## config.mk

```make
export PLATFORM = sky130hd
export DESIGN_NAME = mem_bus_arbiter_flat
export DESIGN_NICKNAME = d
export VERILOG_FILES = /design/src/rtl/cpu_bus_pkg.sv /design/src/rtl/mem_bus_arbiter_if.sv /design/src/rtl/rr_pick2.sv /design/src/rtl/mem_bus_arbiter.sv /design/src/flat_wrapper.sv
export SDC_FILE = /design/constraint.sdc
export NUM_CORES = 1
export LEC_CHECK = 0
export BUFFER_PORTS_ARGS = -buffer_cell sky130_fd_sc_hd__buf_2
export CAP_MARGIN = 25
export CORE_AREA = 4 4 228 230
export DETAILED_ROUTE_END_ITERATION = 6
export DIE_AREA = 0 0 232 234
export PLACE_DENSITY = 0.56
export SYNTH_ARGS = -nofsm -noshare
export SYNTH_HDL_FRONTEND = slang
export SYNTH_SLANG_ARGS = --single-unit
```

## constraint.sdc

```tcl
create_clock -name clock -period 7.6 [get_ports clock]
set_clock_uncertainty 0.2 [all_clocks]
set_input_delay 0.76 -clock clock [delete_from_list [all_inputs] [get_ports clock]]
set_output_delay 0.76 -clock clock [all_outputs]
set_load 0.05 [all_outputs]
```

## src/rtl/cpu_bus_pkg.sv

```systemverilog
// Shared bus definitions for the datapath, peripheral block and memory arbiter:
// default bus widths and the arbiter FSM state encoding.
package cpu_bus_pkg;

    localparam int DEF_ADDR_W = 64;
    localparam int DEF_DATA_W = 64;

    typedef enum logic [1:0] {
        IDLE   = 2'd0,
        ACCESS = 2'd1,
        DONE   = 2'd2
    } state_t;

endpackage

```

## src/rtl/mem_bus_arbiter_if.sv

```systemverilog
// Bundle of the two requester ports, the memory port and arbiter status.
// master = arbiter side, slave = requesters/memory side.
interface mem_bus_arbiter_if
    import cpu_bus_pkg::*;
#(
    parameter int ADDR_W = DEF_ADDR_W,
    parameter int DATA_W = DEF_DATA_W
);
    // Handshake: a requester raises reqN with we/addr/wdata valid and holds reqN
    // until ackN pulses for one cycle; reqN is low the cycle after ackN unless a
    // new access is wanted. rdataN is valid in the ack cycle of a read.
    logic              req0;
    logic              we0;
    logic [ADDR_W-1:0] addr0;
    logic [DATA_W-1:0] wdata0;
    logic              ack0;
    logic [DATA_W-1:0] rdata0;

    logic              req1;
    logic              we1;
    logic [ADDR_W-1:0] addr1;
    logic [DATA_W-1:0] wdata1;
    logic              ack1;
    logic [DATA_W-1:0] rdata1;

    logic              mem_en;
    logic              mem_we;
    logic [ADDR_W-1:0] mem_addr;
    logic [DATA_W-1:0] mem_wdata;
    logic [DATA_W-1:0] mem_rdata;

    logic              busy;
    logic              grant;

    modport master (
        input  req0, we0, addr0, wdata0,
        input  req1, we1, addr1, wdata1,
        input  mem_rdata,
        output ack0, rdata0, ack1, rdata1,
        output mem_en, mem_we, mem_addr, mem_wdata,
        output busy, grant
    );

    modport slave (
        output req0, we0, addr0, wdata0,
        output req1, we1, addr1, wdata1,
        output mem_rdata,
        input  ack0, rdata0, ack1, rdata1,
        input  mem_en, mem_we, mem_addr, mem_wdata,
        input  busy, grant
    );

endinterface

```

## src/rtl/rr_pick2.sv

```systemverilog
// Two-way round-robin pick: on a tie the port that was not granted last wins.
module rr_pick2 (
    input  logic req0,
    input  logic req1,
    input  logic grant,
    output logic valid,
    output logic index
);

    always_comb begin
        valid = req0 | req1;
        index = (req0 & req1) ? ~grant : req1;
    end

endmodule

```

## src/rtl/mem_bus_arbiter.sv

```systemverilog
// Shares one single-port data RAM between the datapath (port 0) and the
// peripheral/DMA requester (port 1), one fixed-latency access at a time.
module mem_bus_arbiter
    import cpu_bus_pkg::*;
#(
    parameter int ADDR_W      = DEF_ADDR_W,
    parameter int DATA_W      = DEF_DATA_W,
    parameter int MEM_LATENCY = 2
) (
    input  logic              clock,
    input  logic              reset,
    mem_bus_arbiter_if.master bus,
    output state_t            dbg_state
);

    localparam int CNT_W = (MEM_LATENCY > 1) ? $clog2(MEM_LATENCY) : 1;

    state_t            state;
    state_t            state_nxt;
    logic [CNT_W-1:0]  cnt;
    logic              grant_q;
    logic              we_q;
    logic [ADDR_W-1:0] addr_q;
    logic [DATA_W-1:0] wdata_q;
    logic [DATA_W-1:0] rdata0_q;
    logic [DATA_W-1:0] rdata1_q;

    logic              pick_valid;
    logic              pick_index;
    logic              take_grant;

    logic              mem_en_c;
    logic              mem_we_c;
    logic              ack0_c;
    logic              ack1_c;
    logic              busy_c;

    rr_pick2 u_pick (
        .req0  (bus.req0),
        .req1  (bus.req1),
        .grant (grant_q),
        .valid (pick_valid),
        .index (pick_index)
    );

    assign take_grant = (state == IDLE) && pick_valid;

    always_ff @(posedge clock or posedge reset) begin
        if (reset) begin
            state <= IDLE;
        end else begin
            state <= state_nxt;
        end
    end

    always_comb begin
        state_nxt = state;
        case (state)
            IDLE:    if (pick_valid) state_nxt = ACCESS;
            ACCESS:  if (cnt == '0) state_nxt = DONE;
            DONE:    state_nxt = IDLE;
            default: state_nxt = IDLE;
        endcase
    end

    // Outputs depend only on state and latched request, never on req* directly.
    always_comb begin
        mem_en_c = 1'b0;
        mem_we_c = 1'b0;
        ack0_c   = 1'b0;
        ack1_c   = 1'b0;
        busy_c   = (state != IDLE);
        case (state)
            ACCESS: begin
                mem_en_c = 1'b1;
                mem_we_c = we_q;
            end
            DONE: begin
                ack0_c = ~grant_q;
                ack1_c = grant_q;
            end
            default: ;
        endcase
    end

    // grant resets to 1 so that port 0 wins the first tie.
    always_ff @(posedge clock or posedge reset) begin
        if (reset) begin
            cnt      <= '0;
            grant_q  <= 1'b1;
            we_q     <= 1'b0;
            addr_q   <= '0;
            wdata_q  <= '0;
            rdata0_q <= '0;
            rdata1_q <= '0;
        end else if (take_grant) begin
            grant_q <= pick_index;
            cnt     <= CNT_W'(MEM_LATENCY - 1);
            if (pick_index) begin
                we_q    <= bus.we1;
                addr_q  <= bus.addr1;
                wdata_q <= bus.wdata1;
            end else begin
                we_q    <= bus.we0;
                addr_q  <= bus.addr0;
                wdata_q <= bus.wdata0;
            end
        end else if (state == ACCESS) begin
            if (cnt != '0) begin
                cnt <= cnt - 1'b1;
            end else if (!we_q) begin
                if (grant_q) rdata1_q <= bus.mem_rdata;
                else         rdata0_q <= bus.mem_rdata;
            end
        end
    end

    assign bus.mem_en    = mem_en_c;
    assign bus.mem_we    = mem_we_c;
    assign bus.mem_addr  = addr_q;
    assign bus.mem_wdata = wdata_q;
    assign bus.ack0      = ack0_c;
    assign bus.ack1      = ack1_c;
    assign bus.rdata0    = rdata0_q;
    assign bus.rdata1    = rdata1_q;
    assign bus.busy      = busy_c;
    assign bus.grant     = grant_q;
    assign dbg_state     = state;

endmodule

```

## src/flat_wrapper.sv

```systemverilog
// flat-port wrapper written by rule: the top's interface ports become plain ports
module mem_bus_arbiter_flat import cpu_bus_pkg::*;
#(
    parameter int ADDR_W      = DEF_ADDR_W,
    parameter int DATA_W      = DEF_DATA_W,
    parameter int MEM_LATENCY = 2
)
  (clock, reset, dbg_state, bus_req0, bus_we0, bus_addr0, bus_wdata0, bus_req1, bus_we1, bus_addr1, bus_wdata1, bus_mem_rdata, bus_ack0, bus_rdata0, bus_ack1, bus_rdata1, bus_mem_en, bus_mem_we, bus_mem_addr, bus_mem_wdata, bus_busy, bus_grant);
  mem_bus_arbiter_if #(.ADDR_W(ADDR_W), .DATA_W(DATA_W)) bus_i ();
  input  logic clock;
  input  logic reset;
  output state_t dbg_state;
  input wire logic [$bits(bus_i.req0)-1:0] bus_req0;
  input wire logic [$bits(bus_i.we0)-1:0] bus_we0;
  input wire logic [$bits(bus_i.addr0)-1:0] bus_addr0;
  input wire logic [$bits(bus_i.wdata0)-1:0] bus_wdata0;
  input wire logic [$bits(bus_i.req1)-1:0] bus_req1;
  input wire logic [$bits(bus_i.we1)-1:0] bus_we1;
  input wire logic [$bits(bus_i.addr1)-1:0] bus_addr1;
  input wire logic [$bits(bus_i.wdata1)-1:0] bus_wdata1;
  input wire logic [$bits(bus_i.mem_rdata)-1:0] bus_mem_rdata;
  output wire logic [$bits(bus_i.ack0)-1:0] bus_ack0;
  output wire logic [$bits(bus_i.rdata0)-1:0] bus_rdata0;
  output wire logic [$bits(bus_i.ack1)-1:0] bus_ack1;
  output wire logic [$bits(bus_i.rdata1)-1:0] bus_rdata1;
  output wire logic [$bits(bus_i.mem_en)-1:0] bus_mem_en;
  output wire logic [$bits(bus_i.mem_we)-1:0] bus_mem_we;
  output wire logic [$bits(bus_i.mem_addr)-1:0] bus_mem_addr;
  output wire logic [$bits(bus_i.mem_wdata)-1:0] bus_mem_wdata;
  output wire logic [$bits(bus_i.busy)-1:0] bus_busy;
  output wire logic [$bits(bus_i.grant)-1:0] bus_grant;
  assign bus_i.req0 = bus_req0;
  assign bus_i.we0 = bus_we0;
  assign bus_i.addr0 = bus_addr0;
  assign bus_i.wdata0 = bus_wdata0;
  assign bus_i.req1 = bus_req1;
  assign bus_i.we1 = bus_we1;
  assign bus_i.addr1 = bus_addr1;
  assign bus_i.wdata1 = bus_wdata1;
  assign bus_i.mem_rdata = bus_mem_rdata;
  assign bus_ack0 = bus_i.ack0;
  assign bus_rdata0 = bus_i.rdata0;
  assign bus_ack1 = bus_i.ack1;
  assign bus_rdata1 = bus_i.rdata1;
  assign bus_mem_en = bus_i.mem_en;
  assign bus_mem_we = bus_i.mem_we;
  assign bus_mem_addr = bus_i.mem_addr;
  assign bus_mem_wdata = bus_i.mem_wdata;
  assign bus_busy = bus_i.busy;
  assign bus_grant = bus_i.grant;
  mem_bus_arbiter #(.ADDR_W(ADDR_W), .DATA_W(DATA_W), .MEM_LATENCY(MEM_LATENCY)) u_core (.clock(clock), .reset(reset), .bus(bus_i), .dbg_state(dbg_state));
endmodule
```

==> results.txt <==
----------------------------------------------------
[Global routing]
  Via count of the first global-routing pass ... 8698
  First-pass GRT wire length ... 52200 microns
  Antenna violations before repair ... 3
  Total global-route track usage ... between 10% and 20%
  Largest net degree at the start of global routing ... 137
  Total overflow reported by the global router ... 0

[Clock network]
  Register clock-pin slew on the reported worst setup and hold paths ... around 0.06 ns
  Resized cells post-CTS ... 0
  Clk buf depth ... 3
  Root Buffer Master ... sky130_fd_sc_hd__clkbuf_16
  H-tree Lvls ... 1
  Clk sink count ... 261
  CTS buffer count ... 30
  Hold buffer count at CTS ... 0
  Count of buffers added by post-CTS timing repair for setup ... 0
  Clock latency on the worst-skew pair ... 0.58 ns
  TritonCTS clock tree ... done

[Detailed routing]
  Vias per inst ... 4.04
  Count of antenna-violating nets left after detailed routing ... 0
  Wire per inst ... between 15 and 20 microns
  Remaining routing DRC violations ... 0
  First-iteration detailed-routing DRC count ... 163
  Total Wirelength ... between 30000 and 40000 microns
  Number of search-and-repair iterations in the first detailed-routing pass ... 4
  Vias post-DR ... ~8000

[Setup path]
  WS Path Type ... reg -> reg
  Startpoint type of the worst setup path ... flop
  Setup slack of the worst register-to-register path ... 4.58 ns
  Largest fanout of any net on the critical path ... 67
  R2R cell count ... 5
  Beginning of the worst register-to-register path ... u_core.dbg_state[1]$_DFFE_PP0P_
  CP cell instances ... nor2_1 > o21ai_4 > buf_4 > buf_4 > mux2_2
  Library cell contributing the largest single delay on the critical path ... sky130_fd_sc_hd__buf_4
  Endpoint kind of the worst setup timing path ... flop
  Crit-path max cell delay ... 0.80 ns
  Capture instance of the worst register-to-register path ... u_core.bus.mem_addr[16]$_DFFE_PP0P_
  Required arrival time at the worst endpoint ... 7.84 ns
  Data arrival, critical path ... about 3.3 ns
  Cell mode on critical path ... sky130_fd_sc_hd__buf_4

[Cells and area]
  Area growth, synth to finish ... 41.6%
  Proportion of layout cells with a drive suffix above 1 ... between 70% and 80%
  Net count, final ... 1623

[Run status]
  Status ... complete, no violations

[Floorplanning]
  Starting density of the core ... 22.5%
  Die outline height ... 234 microns
  Area enclosed by the die boundary ... 0.0543 sq mm
  Count of boundary I/O pins ... 590
  Die Wd ... 232 microns
  Floorplan Core Area ... ~0.050 sq mm
  Cell Rows ... 82

[Yosys]
  Number of unique standard cell types used by synthesis ... 20
  Top cell type's share of synthesized area ... 57.9%
  Yosys warnings ... 0
  Synthesized area per cell ... 15.9 sq um
  Flops & latches, synth ... between 200 and 300
  Dominant cell type by area after synthesis ... sky130_fd_sc_hd__dfrtp_1
  Synthesized area ... 0.0112 sq mm
  Proportion of synthesized chip area in sequential cells ... 58.1%
  Net count after synthesis ... 1034
  Count of mapped cells out of synthesis ... 708
  Synth top area cells ... sky130_fd_sc_hd__dfrtp_1, sky130_fd_sc_hd__mux2_2, sky130_fd_sc_hd__mux2_1

[STA]
  Period utilization ... 39.7%
  Tightest slew margin relative to the limit ... 37.4%
  Final total negative setup slack ... 0 ns
  Unrepaired setup endpoints after global routing ... no
  Transition at the pin with the smallest max-transition slack ... 0.939 ns
  Post-layout minimum cycle time ... 3.02 ns
  Final setup viols ... 0
  Number of pins exceeding their max-slew limit in the final report ... 0
  Final count of hold timing violations ... 0
  Highest clock rate ... 331 MHz

[Placed design]
  Routability congestion estimate ... 0.771
  Half-perimeter wire length after placement ... 27500 microns
  Count of buffers from port buffering ... roughly 600

[Hold path]
  Hold WC Path Type ... in -> async

[Flow run]
  Max cap viols ... 0

----------------------------------------------------
[worst max path at each step]
stage,start,endpoint,cells past startpoint
floorplan,reset,u_core.bus.mem_addr[0]$_DFFE_PP0P_,1
detailed placement,bus_req1,u_core.bus.mem_addr[16]$_DFFE_PP0P_,5
finish,u_core.dbg_state[1]$_DFFE_PP0P_,u_core.bus.mem_addr[16]$_DFFE_PP0P_,5
CTS,u_core.dbg_state[1]$_DFFE_PP0P_,u_core.bus.mem_addr[16]$_DFFE_PP0P_,5
global placement,bus_req1,u_core.bus.mem_addr[12]$_DFFE_PP0P_,5
global route,u_core.dbg_state[1]$_DFFE_PP0P_,u_core.bus.mem_wdata[52]$_DFFE_PP0P_,5
[registers in the layout (all words and copies together) (netlist names)]
| name | cells |
|---|---|
| u_core.bus.grant | 1 |
| u_core.bus.mem_addr | 64 |
| u_core.bus.mem_wdata | 64 |
| u_core.bus.rdata0 | 64 |
| u_core.bus.rdata1 | 64 |
| u_core.cnt | 1 |
| u_core.dbg_state | 2 |
| u_core.we_q | 1 |
[per-layer routing]
metal	GRT usage [%]	part of all wire, %
met1	13.1	36
met2	22.6	51
met3	5.61	11
met4	2.37	1.8
met5	0	0.073
[synth_stat cells]
master                       n
sky130_fd_sc_hd__dfrtp_1   260
sky130_fd_sc_hd__nand2_1     4
sky130_fd_sc_hd__nand2b_1    1
sky130_fd_sc_hd__buf_6       6
sky130_fd_sc_hd__o21ai_1     1
sky130_fd_sc_hd__mux2_2    333
sky130_fd_sc_hd__a21oi_1     1
sky130_fd_sc_hd__nand3_2     1
sky130_fd_sc_hd__nor3b_1     1
sky130_fd_sc_hd__and2_1      1
sky130_fd_sc_hd__a21boi_1    1
sky130_fd_sc_hd__mux2_1     53
sky130_fd_sc_hd__nor2_1      3
sky130_fd_sc_hd__buf_2      30
sky130_fd_sc_hd__dfstp_2     1
sky130_fd_sc_hd__nor4_4      1
sky130_fd_sc_hd__a31oi_1     1
sky130_fd_sc_hd__and3b_1     1
sky130_fd_sc_hd__inv_1       3
sky130_fd_sc_hd__clkbuf_1    5
[final cells by class]
class,instances,area (sq um)
fillers,5085,33900
flip-flops and latches,261,6530
multi-input cells,403,4490
repair buffers,598,3030
well taps,672,841
clock buffers,42,826
clock inverters,12,185
inverters,3,15.0
diodes,1,2.50
[stage by stage]
stage          cell area [sq um]  hold slack (ns)  worst slack, ns  utilization, %  std cells
6_report                   15900            0.202             4.58            31.9       1992
5_1_grt                    15900            0.163             4.37            31.9       1991
4_1_cts                    15900            0.149             4.50            31.9       1991
3_5_place_dp               14900            0.269             4.16            29.9       1937
3_3_place_gp               14900            0.263             4.18            29.9       1937
2_1_floorplan              11200            0.320             3.20               -        708
[cells by family (layout without fill, tap and decap cells)]
| kind of cell | after synthesis | in the layout | share of synthesized area (%) |
|---|---|---|---|
| buf+inv | 44 | 655 | 2.20 |
| compound gates | 4 | 4 | 0.212 |
| flops | 261 | 261 | 58.1 |
| other cells | 0 | 1 | 0 |
| simple gates | 13 | 13 | 0.768 |
| mux | 386 | 386 | 38.7 |
[worst max-delay path, delay by kind of cell (launching register included)]
family / cells / cell delay (ns)
buf+inv: 2 / 1.50
flops: 1 / 0.43
mux: 1 / 0.42
simple gates: 1 / 0.13
compound gates: 1 / 0.07
[cells in the final DEF (no fill, tap or decap), types with 2 or more instances in the layout]
master,count
sky130_fd_sc_hd__buf_2,589
sky130_fd_sc_hd__mux2_2,333
sky130_fd_sc_hd__dfrtp_1,260
sky130_fd_sc_hd__mux2_1,53
sky130_fd_sc_hd__clkbuf_16,30
sky130_fd_sc_hd__clkbuf_1,9
sky130_fd_sc_hd__buf_4,8
sky130_fd_sc_hd__clkinv_2,7
sky130_fd_sc_hd__nand2_1,4
sky130_fd_sc_hd__bufinv_16,4
sky130_fd_sc_hd__nor2_1,3
sky130_fd_sc_hd__clkbuf_8,3
sky130_fd_sc_hd__inv_1,2
Power is not shown: default switching activity piles up to over one toggle a cycle in this logic, so the estimate is an artifact.
